===== src/rtl/alu_exec_stage.sv =====
// Execute stage: a 2-entry input FIFO feeds the 4-bit ALU into a registered result with flags.
// Define ALU_SAT_EN to clamp overflowing ADD/SUB results to the signed limits.
module ALU (
  input  logic [3:0] ALU_In1,
  input  logic [3:0] ALU_In2,
  input  logic [1:0] ALU_Sel,
  output logic [3:0] ALU_Out,
  output logic       Error
);
  always_comb begin
    ALU_Out = 4'd0;
    Error   = 1'b0;
    unique case (ALU_Sel)
      2'b00: begin
        ALU_Out = ALU_In1 + ALU_In2;
        Error   = (ALU_In1[3] == ALU_In2[3]) &&
                  (ALU_Out[3] != ALU_In1[3]);
      end
      2'b01: begin
        ALU_Out = ALU_In1 - ALU_In2;
        Error   = (ALU_In1[3] != ALU_In2[3]) &&
                  (ALU_Out[3] != ALU_In1[3]);
      end
      2'b10: ALU_Out = ~(ALU_In1 & ALU_In2);
      2'b11: ALU_Out = ALU_In1 ^ ALU_In2;
      default: ALU_Out = 4'd0;
    endcase
  end
endmodule

module alu_exec_stage #(
  parameter int CNT_W = 8
) (
  input  logic             clk,
  input  logic             rst,
  input  logic             in_valid,
  output logic             in_ready,
  input  logic [3:0]       in_a,
  input  logic [3:0]       in_b,
  input  logic [1:0]       in_op,
  output logic             out_valid,
  input  logic             out_ready,
  output logic [3:0]       out_result,
  output logic             out_ovfl,
  output logic             flag_z,
  output logic             flag_n,
  output logic             flag_v,
  output logic [CNT_W-1:0] ovfl_count
);
  logic [3:0]       r_a [2];
  logic [3:0]       r_b [2];
  logic [1:0]       r_op [2];
  logic             r_wptr;
  logic             r_rptr;
  logic [1:0]       r_count;
  logic             r_valid;
  logic [3:0]       r_result;
  logic             r_ovfl;
  logic             r_z;
  logic             r_n;
  logic             r_v;
  logic [CNT_W-1:0] r_cnt;

  logic       w_push;
  logic       w_pop;
  logic [3:0] w_alu_out;
  logic       w_alu_err;
  logic [3:0] w_res;
  logic [1:0] w_hop;

  assign in_ready = !rst && (r_count < 2'd2);
  assign w_push   = in_valid && in_ready;
  assign w_pop    = (r_count != 2'd0) && (!r_valid || out_ready);
  assign w_hop    = r_op[r_rptr];

  ALU u_alu (
    .ALU_In1 (r_a[r_rptr]),
    .ALU_In2 (r_b[r_rptr]),
    .ALU_Sel (w_hop),
    .ALU_Out (w_alu_out),
    .Error   (w_alu_err)
  );

`ifdef ALU_SAT_EN
  // Clamp toward the sign of operand A, which is the sign the true result has.
  assign w_res = (w_alu_err && !w_hop[1]) ?
                 (r_a[r_rptr][3] ? 4'b1000 : 4'b0111) :
                 w_alu_out;
`else
  assign w_res = w_alu_out;
`endif

  always_ff @(posedge clk) begin
    if (w_push) begin
      r_a[r_wptr]  <= in_a;
      r_b[r_wptr]  <= in_b;
      r_op[r_wptr] <= in_op;
    end
  end

  always_ff @(posedge clk) begin
    if (rst) begin
      r_wptr   <= 1'b0;
      r_rptr   <= 1'b0;
      r_count  <= 2'd0;
      r_valid  <= 1'b0;
      r_result <= 4'd0;
      r_ovfl   <= 1'b0;
      r_z      <= 1'b0;
      r_n      <= 1'b0;
      r_v      <= 1'b0;
      r_cnt    <= '0;
    end else begin
      if (w_push) r_wptr <= ~r_wptr;
      if (w_pop)  r_rptr <= ~r_rptr;
      if (w_push && !w_pop)      r_count <= r_count + 2'd1;
      else if (!w_push && w_pop) r_count <= r_count - 2'd1;
      if (w_pop) begin
        r_valid  <= 1'b1;
        r_result <= w_res;
        r_ovfl   <= w_alu_err;
        r_z      <= (w_res == 4'd0);
        r_n      <= w_res[3];
        if (!w_hop[1]) r_v <= w_alu_err;
        if (w_alu_err && (r_cnt != '1)) r_cnt <= r_cnt + 1'b1;
      end else if (out_ready) begin
        r_valid <= 1'b0;
      end
    end
  end

  assign out_valid  = r_valid;
  assign out_result = r_result;
  assign out_ovfl   = r_ovfl;
  assign flag_z     = r_z;
  assign flag_n     = r_n;
  assign flag_v     = r_v;
  assign ovfl_count = r_cnt;
endmodule


===== config.mk =====
export PLATFORM = sky130hd
export DESIGN_NAME = alu_exec_stage
export DESIGN_NICKNAME = d
export VERILOG_FILES = /design/src/rtl/alu_exec_stage.sv
export SDC_FILE = /design/constraint.sdc
export NUM_CORES = 1
export LEC_CHECK = 0
export CAP_MARGIN = 20
export CORE_UTILIZATION = 57
export DETAILED_ROUTE_END_ITERATION = 16
export PLACE_DENSITY = 0.84
export SLEW_MARGIN = 10
export SYNTH_ARGS = -nofsm -noshare
export SYNTH_HDL_FRONTEND = slang
export SYNTH_SLANG_ARGS = --single-unit

===== constraint.sdc =====
create_clock -name clk -period 7.85 [get_ports clk]
set_input_delay 1.57 -clock clk [delete_from_list [all_inputs] [get_ports clk]]
set_output_delay 1.57 -clock clk [all_outputs]
set_load 0.1 [all_outputs]

==> flow_summary.ini, run 1 <==
[status]
outcome = finished, final reports clean

[synth]
mappedNetlistNets = 214
synth_simple_gate_area_share_pct = 16.6
synth_adder_area_share_pct = 7.34
syn_inst = 189
synth-seq-cells = 41
synth-edff-count = 20
largest_family_of_logic_cells_by_synthesized_area = simple AND/OR/NAND/NOR gates
synth_compound_area_share_pct = 9.80
number_of_distinct_library_cells_after_synthesis = 48
async_flop_share_pct = 0
netlist_area_before_placement_mm2 = 0.00208
ys_dominant_reg_cell = sky130_fd_sc_hd__dfxtp_1
sequential_to_total_area_share_from_yosys_stat_pct = 49.1
synth_warnings = 0
average_footprint_of_a_synthesized_cell_um2 = 11.0
yosys-mux-area-fraction_pct = 10.6
synth_xor_xnor_area_share_pct = 3.37

[critical_path]
worst-setup-path-type = primary input to primary output
cp_max_fo = 26
worst_ep_required_time_ns = 6.28
crit_path_end_kind = primary output
category_of_the_worst_setup_path_launch_point = primary input
worst_ep_arrival_time_ns = 4.04
r2r_setup_slack_ns = 4.48

[floorplan]
die_h_um = 62.4
die_x_um = 62.4
rows = 21
dieArea_mm2 = 0.00390
core_area_mm2 = 0.00342
floorplan.initialDensity_pct = 60.9
pin_count = 32

[clocking]
ctsHtreeMaxLevel = 2
cts_tree = done
clock_tree.buffer_depth = 2
clkSlewWorstSetupHoldPaths_ns = 0.13
cts-resized-gates = 0
numCtsBuffers = 5
hold_buffers = 0
cts_setup_buffers = 0
worstSkewPairLatency_ns = 0.36
root_buffer = sky130_fd_sc_hd__clkbuf_4
clkSinkCount = 41

[hold_path]
min_delay_path_class = register to register

[layout]
multi_input_comb_area_um2 = 992
final_common_cell = sky130_fd_sc_hd__clkdlybuf4s50_1
antenna_cells_inserted = 0
area_overhead_vs_synth_pct = 20.2
final_net_count = 248
final_layout_size_suffix_gt1_share_pct = 10.3
fillers = 234
regArea_mm2 = 0.00102
commonest_non_fill_non_tap_cells_in_the_layout = 31 x sky130_fd_sc_hd__clkdlybuf4s50_1, 23 x sky130_fd_sc_hd__nor2_1, 21 x sky130_fd_sc_hd__dfxtp_1

[placed_design]
dp_worst_setup_slack_ns = 2.27
port_buffers = 31
routabilityCongestion = 0.847
dp_hpwl_um = 3080

[sta]
relSlewSlack_pct = 35.1
fmaxAchievable_mhz = 178
worst_slack_ns = 2.24
grt_setup_unrepaired = no
clock_skew_ns = 0.0129
final-hold-violation-count = 0
setup_viol_count_final = 0
final-max-slew-violation-count = 0
layout_min_cycle_time_ns = 5.61
tns_ns = 0
worst_slew_pin_slew_ns = 0.971
timing.final.crit_share_pct = 71.5

[drt]
drc_marker_count_from_the_first_detailed_route_iteration = 123
first_pass_iters = 4
drt_drc = 0
antenna_violating_nets_post_route = 0
via_per_inst = 5.73
post_drt_wl_per_cell_um = 15.3
routed-via-count = 1547
totalWireLength_um = 4130

[grt]
grt_residual_overflow = 0
antenna_found_initial = 0
grt_usage_pct = 24.0
first_pass_grt_wire_length_um = 7120
largest_net_degree_at_the_start_of_global_routing = 27
via_count_of_the_first_global_routing_pass = 1560

[run]
maxCapViolCount = 0

[power_and_ir_drop]
worst_ir_drop_vdd_uv = 203
pwr_density_cell_mw_per_mm2 = 347
total_leakage_power_nw = 0.917
## flip-flops by register name, summed over array words and instances, names as in the netlist, 2 cells and up, named ones only
signal      flops
out_result      4
ovfl_count      8
r_a             8
r_b             8
r_count         2
r_op            4
## worst paths after layout
check	startpoint	to	cells past startpoint
setup / recovery	rst	in_ready	3
hold / removal	out_ovfl	out_ovfl	2
setup reg to reg	register	ovfl_count[4]	9
hold reg to reg	out_ovfl	out_ovfl	2
## critical path, cell delays in order
cell                              delay (ns)
sky130_fd_sc_hd__clkdlybuf4s50_1        0.88
sky130_fd_sc_hd__nor2_1                 0.39
sky130_fd_sc_hd__clkdlybuf4s50_1        1.19
## cell usage after synthesis, drive strengths merged (2+ instances only)
library cell / instances / area (um2)
and2: 3 / 18.8
a21oi: 11 / 66.3
nand4: 3 / 18.8
fa: 2 / 40.0
and4: 2 / 17.5
nor2b: 3 / 18.8
dfxtp: 21 / 420
xor2: 3 / 26.3
o21ai: 6 / 33.8
nor2: 24 / 92.6
nand2b: 4 / 25.0
buf: 3 / 22.5
a211oi: 2 / 15.0
xnor2: 5 / 43.8
nor3: 2 / 21.3
nand2: 16 / 62.6
mux2i: 11 / 126
mux2: 8 / 93.8
nand3: 2 / 10.0
ha: 9 / 113
o2111ai: 2 / 17.5
edfxtp: 20 / 601
inv: 11 / 41.3
and3: 4 / 25.0
a31oi: 2 / 27.5
## kinds of logic after synthesis
logic type / Yosys count
AOI/OAI and AO/OA: 28
xor gates and xnor gates: 8
adders and majority gates: 11
buffers and inverters: 15
DFF: 41
muxes: 19
and+or+nand+nor: 67
## report_power, final
group          leakage (nW)  total [mW]  switching [mW]  internal [mW]
registers             0.354       0.286          0.0296          0.256
logic                 0.524       0.446           0.297          0.149
clock network        0.0389       0.137          0.0715         0.0659
## layer usage
| layer | share of wire, % | vias to the layer above | global-route usage [%] |
|---|---|---|---|
| met5 | 0 | - | 0 |
| met2 | 52 | 76 | 42.5 |
| li1 | - | 736 | - |
| met1 | 39 | 717 | 25.9 |
| met3 | 5.8 | 18 | 6.75 |
| met4 | 3.6 | 0 | 12.2 |
## cell type report
| type | count | share of cell area [%] |
|---|---|---|
| Clock buffer | 5 | 1.50 |
| Clock inverter | 3 | 1.65 |
| Inverter | 11 | 1.65 |
| Multi-Input combinational cell | 133 | 39.7 |
| Sequential cell | 41 | 40.8 |
| Tap cell | 46 | 2.30 |
| Timing Repair Buffer | 31 | 12.4 |
## per-stage QoR
step	instances	hold WS, ns	cell area, um2	utilization (%)	power [mW]
after global placement	262	0.442	2420	70.9	0.705
final	270	0.464	2500	73.2	0.869
after detailed placement	262	0.451	2420	70.9	0.729
after global routing	270	0.486	2500	73.2	0.915
after floorplan	189	0.472	2080	-	0.637
after CTS	270	0.468	2500	73.2	0.866
Power figures use the tool's default switching activity.
==> run 2: changes to the inputs <==
--- a/config.mk
+++ b/config.mk
@@ -6,9 +6,9 @@
 export NUM_CORES = 1
 export LEC_CHECK = 0
 export CAP_MARGIN = 20
-export CORE_UTILIZATION = 57
+export CORE_UTILIZATION = 53
 export DETAILED_ROUTE_END_ITERATION = 16
-export PLACE_DENSITY = 0.84
+export PLACE_DENSITY = 0.79
 export SLEW_MARGIN = 10
 export SYNTH_ARGS = -nofsm -noshare
 export SYNTH_HDL_FRONTEND = slang
==> constraint.sdc (replaced) <==
create_clock -name clk -period 5.3 [get_ports clk]
set_input_delay 1.06 -clock clk [delete_from_list [all_inputs] [get_ports clk]]
set_output_delay 1.06 -clock clk [all_outputs]
set_load 0.1 [all_outputs]
==> flow_summary.ini, run 2 (synthesized netlist as in run 1, its figures left out) <==
[power_and_ir_drop]
internal-power_mw = 0.787
total_leakage_power_nw = 0.948
seq_power_share_pct = 31.0
worst_ir_drop_vdd_uv = 332
power.switching_mw = 0.578
report.power.total_mw = 1.37
sw_frac_of_total_pct = 42.4
pwr-share-clk_pct = 21.5
pwr_density_cell_mw_per_mm2 = 534
comb_power_share_pct = 47.6

[clocking]
clkSinkCount = 41
worstSkewPairLatency_ns = 0.30
hold_buffers = 0
root_buffer = sky130_fd_sc_hd__clkbuf_8
clkSlewWorstSetupHoldPaths_ns = 0.08
cts-resized-gates = 0
clock_tree.buffer_depth = 2
cts_tree = done
numCtsBuffers = 5
cts_setup_buffers = 0
ctsHtreeMaxLevel = 2

[layout]
final_layout_size_suffix_gt1_share_pct = 11.2
final_common_cell = sky130_fd_sc_hd__clkdlybuf4s50_1
fillers = 282
utilization_pct = 68.8
commonest_non_fill_non_tap_cells_in_the_layout = 30 x sky130_fd_sc_hd__clkdlybuf4s50_1, 23 x sky130_fd_sc_hd__nor2_1, 21 x sky130_fd_sc_hd__dfxtp_1
area_overhead_vs_synth_pct = 22.9
layoutNonFillerInstCount = 272
final_net_count = 248
final_design_area_no_fill_mm2 = 0.00256
antenna_cells_inserted = 0

[drt]
via_per_inst = 5.53
totalWireLength_um = 3870
first_pass_iters = 4
routed-via-count = 1505
drc_marker_count_from_the_first_detailed_route_iteration = 54
post_drt_wl_per_cell_um = 14.2
drt_drc = 0
antenna_violating_nets_post_route = 0

[sta]
grt_setup_unrepaired = no
fmaxAchievable_mhz = 273
layout_min_cycle_time_ns = 3.66
setup_viol_count_final = 0
timing.final.crit_share_pct = 69.1
finalHoldWorstSlack_ns = 0.469
relSlewSlack_pct = 34.5
final-max-slew-violation-count = 0
final-hold-violation-count = 0
worst_slew_pin_slew_ns = 0.980
tns_ns = 0
worst_slack_ns = 1.64
clock_skew_ns = 0.00311

[critical_path]
cp_max_fo = 26
regToRegEndpoint = ovfl_count[4]
logic_depth_of_the_worst_register_to_register_path = 9
category_of_the_worst_setup_path_launch_point = primary input
worst-setup-path-type = primary input to primary output
worst_ep_required_time_ns = 4.24
worst_ep_arrival_time_ns = 2.60
r2r_setup_slack_ns = 1.96
crit_path_end_kind = primary output

[hold_path]
worstHoldPathCells = 2
hold_end = out_ovfl
min_delay_path_class = register to register
min-delay-start = out_ovfl

[floorplan]
dieArea_mm2 = 0.00418
floorplan.initialDensity_pct = 56.0
rows = 22
die_x_um = 64.7
die_h_um = 64.7
core_area_mm2 = 0.00372
pin_count = 32

[grt]
via_count_of_the_first_global_routing_pass = 1462
largest_net_degree_at_the_start_of_global_routing = 27
first_pass_grt_wire_length_um = 6460
antenna_found_initial = 0
grt_residual_overflow = 0
grt_usage_pct = 20.7

[placed_design]
port_buffers = 31
placement.cell_area_mm2 = 0.00242
dp_hpwl_um = 2930
routabilityCongestion = 0.864
dp_worst_setup_slack_ns = 1.63
placed_cells = 264

[status]
outcome = finished, final reports clean

[run]
maxCapViolCount = 0
[run 2: cell types whose count changed in the layout (fill, tap and decap cells not counted), sizes merged]
| cell | previous run | this run |
|---|---|---|
| bufinv | 1 | 2 |
| buf | 0 | 1 |
| clkinvlp | 1 | 0 |
| clkdlybuf4s50 | 31 | 30 |
[run 2: layer usage]
layer	vias up	wire, um	track usage [%]
li1	740	-	-
met1	709	1670	24.5
met2	40	1890	33.4
met3	16	186	6.87
met4	0	127	10.6
met5	-	0	0
[run 2: worst max-delay path by stage]
stage | from | cells past startpoint | slack (ns) | endpoint
after floorplan | rst | 3 | 1.75 | r_a[0][0]
after global placement | rst | 3 | 1.71 | in_ready
after detailed placement | rst | 3 | 1.63 | in_ready
after CTS | rst | 3 | 1.63 | in_ready
after global routing | rst | 3 | 1.50 | in_ready
final | rst | 3 | 1.64 | in_ready
[run 2: power groups by stage]
stage               combinational (mW)  sequential [mW]  clock [mW]
floorplan                        0.388            0.554           0
global placement                 0.618            0.428           0
detailed placement               0.641            0.431           0
CTS                              0.647            0.424       0.298
global route                     0.695            0.430       0.312
finish                           0.649            0.423       0.293
[run 2: critical path, stage by stage]
cell and delay [ns]:
sky130_fd_sc_hd__clkdlybuf4s50_1 0.84, sky130_fd_sc_hd__nor2_1 0.36, sky130_fd_sc_hd__buf_4 0.34
[run 2: area by class of cell]
| cell class | count | area (um2) | share of cell area [%] |
|---|---|---|---|
| timing repair buffer | 31 | 308 | 12.0 |
| multi-input combinational | 133 | 992 | 38.8 |
| tap | 48 | 60.1 | 2.35 |
| clock buffer | 5 | 68.8 | 2.69 |
| inverter | 11 | 41.3 | 1.62 |
| clock inverter | 3 | 65.1 | 2.55 |
| sequential | 41 | 1020 | 39.9 |
==> run 3: changes to the inputs <==
--- a/config.mk
+++ b/config.mk
@@ -6,9 +6,9 @@
 export NUM_CORES = 1
 export LEC_CHECK = 0
 export CAP_MARGIN = 20
-export CORE_UTILIZATION = 53
+export CORE_UTILIZATION = 48
 export DETAILED_ROUTE_END_ITERATION = 16
-export PLACE_DENSITY = 0.79
+export PLACE_DENSITY = 0.75
 export SLEW_MARGIN = 10
 export SYNTH_ARGS = -nofsm -noshare
 export SYNTH_HDL_FRONTEND = slang
==> constraint.sdc (replaced) <==
create_clock -name clk -period 3.2 [get_ports clk]
set_input_delay 0.64 -clock clk [delete_from_list [all_inputs] [get_ports clk]]
set_output_delay 0.64 -clock clk [all_outputs]
set_load 0.1 [all_outputs]
==> flow_summary.ini, run 3 (synthesized netlist as in run 1, its figures left out) <==
[clocking]
numCtsBuffers = 5
root_buffer = sky130_fd_sc_hd__clkbuf_8
clkSinkCount = 41
cts_setup_buffers = 0
worstSkewPairLatency_ns = 0.29
clkSlewWorstSetupHoldPaths_ns = 0.07
clock_tree.buffer_depth = 2
hold_buffers = 0
cts-resized-gates = 0
ctsHtreeMaxLevel = 2
cts_tree = done

[grt]
first_pass_grt_wire_length_um = 6240
grt_usage_pct = 18.9
largest_net_degree_at_the_start_of_global_routing = 26
via_count_of_the_first_global_routing_pass = 1420
antenna_found_initial = 0
grt_residual_overflow = 0

[layout]
final_common_cell = sky130_fd_sc_hd__nor2_1
commonest_non_fill_non_tap_cells_in_the_layout = 23 x sky130_fd_sc_hd__nor2_1, 22 x sky130_fd_sc_hd__buf_4, 21 x sky130_fd_sc_hd__dfxtp_1
utilization_pct = 61.5
final_layout_size_suffix_gt1_share_pct = 20.1
area_overhead_vs_synth_pct = 20.9
antenna_cells_inserted = 0
layoutNonFillerInstCount = 279
final_net_count = 253

[power_and_ir_drop]
worst_ir_drop_vdd_uv = 532
report.power.total_mw = 2.11
total_leakage_power_nw = 0.986
pwr_density_cell_mw_per_mm2 = 837

[floorplan]
rows = 23
dieArea_mm2 = 0.00460
floorplan.initialDensity_pct = 50.9
pin_count = 32
die_x_um = 67.8
core_area_mm2 = 0.00409
die_h_um = 67.8

[sta]
worst_slew_pin_slew_ns = 0.498
relSlewSlack_pct = 66.8
timing.final.crit_share_pct = 85.3
tns_ns = 0
final-hold-violation-count = 0
grt_setup_unrepaired = no
layout_min_cycle_time_ns = 2.73
clock_skew_ns = 0.00474
fmaxAchievable_mhz = 366
final-max-slew-violation-count = 0
setup_viol_count_final = 0

[placed_design]
port_buffers = 31
dp_hpwl_um = 2830
routabilityCongestion = 0.877
placed_cells = 271

[drt]
antenna_violating_nets_post_route = 0
totalWireLength_um = 3830
drt_drc = 0
post_drt_wl_per_cell_um = 13.7
routed-via-count = 1513
drc_marker_count_from_the_first_detailed_route_iteration = 57
first_pass_iters = 4
via_per_inst = 5.42

[critical_path]
cp_max_fo = 7
r2r_setup_slack_ns = 0.47
crit_path_end_kind = register
worst-setup-path-type = register to register
category_of_the_worst_setup_path_launch_point = register
worst_ep_arrival_time_ns = 2.90
worst_ep_required_time_ns = 3.37

[status]
outcome = finished, final reports clean

[hold_path]
min_delay_path_class = register to register

[run]
maxCapViolCount = 0
## run 3: final timing paths
| kind | endpoint | cells after the start | from |
|---|---|---|---|
| hold reg to reg | out_ovfl | 2 | out_ovfl |
| hold / removal | out_ovfl | 2 | out_ovfl |
| setup / recovery | ovfl_count[4] | 8 | register |
| setup reg to reg | ovfl_count[4] | 8 | register |
## run 3: where the power goes
group,internal [mW],leakage (nW),switching (mW)
clock network,0.151,0.0450,0.164
registers,0.629,0.354,0.0523
logic,0.381,0.587,0.728
## run 3: layer usage
layer / up-vias / share of wire, % / wire, um / track usage (%)
met5: - / 0 / 0 / 0
met3: 10 / 4.9 / 186 / 5.17
met4: 0 / 2.1 / 81 / 7.03
li1: 747 / - / - / -
met1: 707 / 45 / 1740 / 22.8
met2: 49 / 48 / 1820 / 32.1
## run 3: final cells by class
| type | count | area [um2] |
|---|---|---|
| clock buffers | 6 | 72.6 |
| clock inverters | 2 | 10.0 |
| fillers | 350 | 1570 |
| inverters | 11 | 41.3 |
| multi-input cells | 133 | 992 |
| flip-flops and latches | 41 | 1020 |
| well taps | 50 | 62.6 |
| repair buffers | 36 | 315 |
## run 3: stage by stage
stage                     hold WS (ns)  worst slack [ns]  instance area [um2]
after floorplan                  0.472            0.0700                 2080
after global placement           0.442             0.533                 2430
after global routing             0.471             0.287                 2510
after CTS                        0.460             0.470                 2510
final                            0.457             0.469                 2510
after detailed placement         0.449             0.480                 2430
## run 3: critical path: stages (launching register included)
cell and delay [ns]:
sky130_fd_sc_hd__dfxtp_1 0.45, sky130_fd_sc_hd__mux2_2 0.38, sky130_fd_sc_hd__ha_1 0.36, sky130_fd_sc_hd__or3b_4 0.45, sky130_fd_sc_hd__and4_1 0.23, sky130_fd_sc_hd__o21ai_2 0.20, sky130_fd_sc_hd__a21oi_4 0.11, sky130_fd_sc_hd__nand4_1 0.11
sky130_fd_sc_hd__mux2_1 0.33
==> RTL edit (settings of run 2) <==
Build with the macro `ALU_SAT_EN` defined.
--- a/src/rtl/alu_exec_stage.sv
+++ b/src/rtl/alu_exec_stage.sv
@@ -1,4 +1,6 @@
 // Execute stage: a 2-entry input FIFO feeds the 4-bit ALU into a registered result with flags.
 // Define ALU_SAT_EN to clamp overflowing ADD/SUB results to the signed limits.
+`define ALU_SAT_EN
+
 module ALU (
   input  logic [3:0] ALU_In1,
Check against the original RTL: not equivalent (a bounded check fails within 4 cycles, from zero or initial values and one cycle with rst high).
==> RTL edit against run 2 <==
- worst setup slack improved by 0.33 ns
- power down 2.8%
- critical endpoint is now ovfl_count[5]
- routed wire length rose by 6.4%
- critical path depth grew 5
- via count increased by 3.2%
- cell area rose by 1.2%
- sequential cell count unchanged
- synthesized area is 5.0% higher
- die area is 4.8% higher
- hold slack better by 0.0040 ns
- sequential power rose by 1%
- clock power is 33% lower
- sequential share of layout area decreased by 0.46 points
==> RTL edit: results <==
{
  "synth.net_count": 222,
  "drc": 0,
  "r2r_end": "ovfl_count[5]",
  "cp_top_family": "flip-flops",
  "fin_nets": 251,
  "ys_warn_count": 0,
  "synth-compound-area-share": 0.116,
  "holdPathEnd": "out_ovfl",
  "wire_per_inst_um": 15.0,
  "reg2reg_depth": 8,
  "place_congestion": 0.874,
  "hold_ws_ns": 0.473,
  "fin_skew_ns": 0.00513,
  "holdCritStartpoint": "out_ovfl",
  "synth_xor_area_frac": 0.0275,
  "cp_slowest_cell": "dfxtp_1",
  "ys_top_cells_by_count": "dfxtp_1 (21), edfxtp_1 (20), nor2_1 (20), inv_1 (12), nand2_1 (10)",
  "synthMuxAreaShare": 0.101,
  "netlist_top_cells_area": "edfxtp_1 (27%), dfxtp_1 (19%), ha_1 (5.2%), nor2_1 (3.4%), mux2i_1 (3.2%)",
  "post-dp-hpwl_um": 3110,
  "drt_iter0_markers": 121,
  "status": "complete, no violations",
  "clock_latency_ns": 0.29,
  "htree_levels": 2,
  "max_stage_delay_ns": 0.80,
  "ir_drop_v": 0.000317,
  "yosysSeqAreaShare": 0.467,
  "arrival_ns": 3.51,
  "diodes": 0,
  "worst_pin_slew_ns": 0.975,
  "avgViaCountPerCell": 5.65,
  "grt_max_degree": 31,
  "drtPass1Iterations": 4,
  "grt_pass1_wl_um": 6910,
  "synthCells": 197,
  "p_leak_nw": 0.950,
  "synth_edf_count": 20,
  "grt_pass1_vias": 1515,
  "drive_gt1_frac": 0.115,
  "fin_cells": 275,
  "critPathMaxFanout": 16,
  "holdPathStages": 2,
  "grt_use_total": 0.212,
  "cts_resized": 0,
  "placed_area_um2": 2500,
  "reg2reg_slack_ns": 1.97,
  "clkSlewWorstSetupHoldPaths_ns": 0.08,
  "dp.cells": 267,
  "synth_fa_ha_area_frac": 0.0699,
  "ys_types": 54
}
==> RTL edit: worst reg2reg max path, delay by kind of cell, from the launching register on <==
family | cells | cell delay, ns
flops | 1 | 0.80
compound gates | 3 | 0.60
simple gates | 1 | 0.39
mux | 2 | 0.79
fa+ha+maj | 1 | 0.40
xor+xnor | 1 | 0.24
==> RTL edit: logic make-up (layout without fill, tap and decap cells) <==
| logic type | count (synthesis) | after routing |
|---|---|---|
| compound gates | 31 | 31 |
| xor+xnor | 6 | 6 |
| fa+ha+maj | 11 | 11 |
| buf+inv | 23 | 53 |
| flops | 41 | 41 |
| mux | 18 | 18 |
| simple gates | 67 | 67 |
==> RTL edit: layout make-up <==
| class | count | area, um^2 |
|---|---|---|
| inverter | 13 | 48.8 |
| clock buffer | 5 | 68.8 |
| timing repair buffer | 32 | 315 |
| tap | 48 | 60.1 |
| multi-input combinational | 133 | 1050 |
| sequential | 41 | 1020 |
| fill | 279 | 1210 |
| clock inverter | 3 | 17.5 |
==> RTL edit: how the worst max path moves through the flow <==
stage,cells past startpoint,slack [ns],startpoint,end
2_1_floorplan,3,1.75,rst,r_a[0][0]
3_3_place_gp,7,2.07,out_ready,r_count[1]
3_5_place_dp,7,1.97,out_ready,r_count[1]
4_1_cts,8,2.00,flip-flop,ovfl_count[5]
5_1_grt,9,1.72,flip-flop,ovfl_count[4]
6_report,8,1.97,flip-flop,ovfl_count[5]
==> RTL edit: layer usage <==
metal	track usage	routed length, um	up-vias
li1	-	-	766
met1	0.276	1870	748
met2	0.344	2060	35
met3	0.0483	147	4
met4	0.0771	39	0
met5	0	0	-
==> RTL edit: where the power goes <==
part	switching (mW)	internal [mW]
combinational	0.463	0.241
clock	0.104	0.0905
sequential	0.0478	0.381
total	0.615	0.712
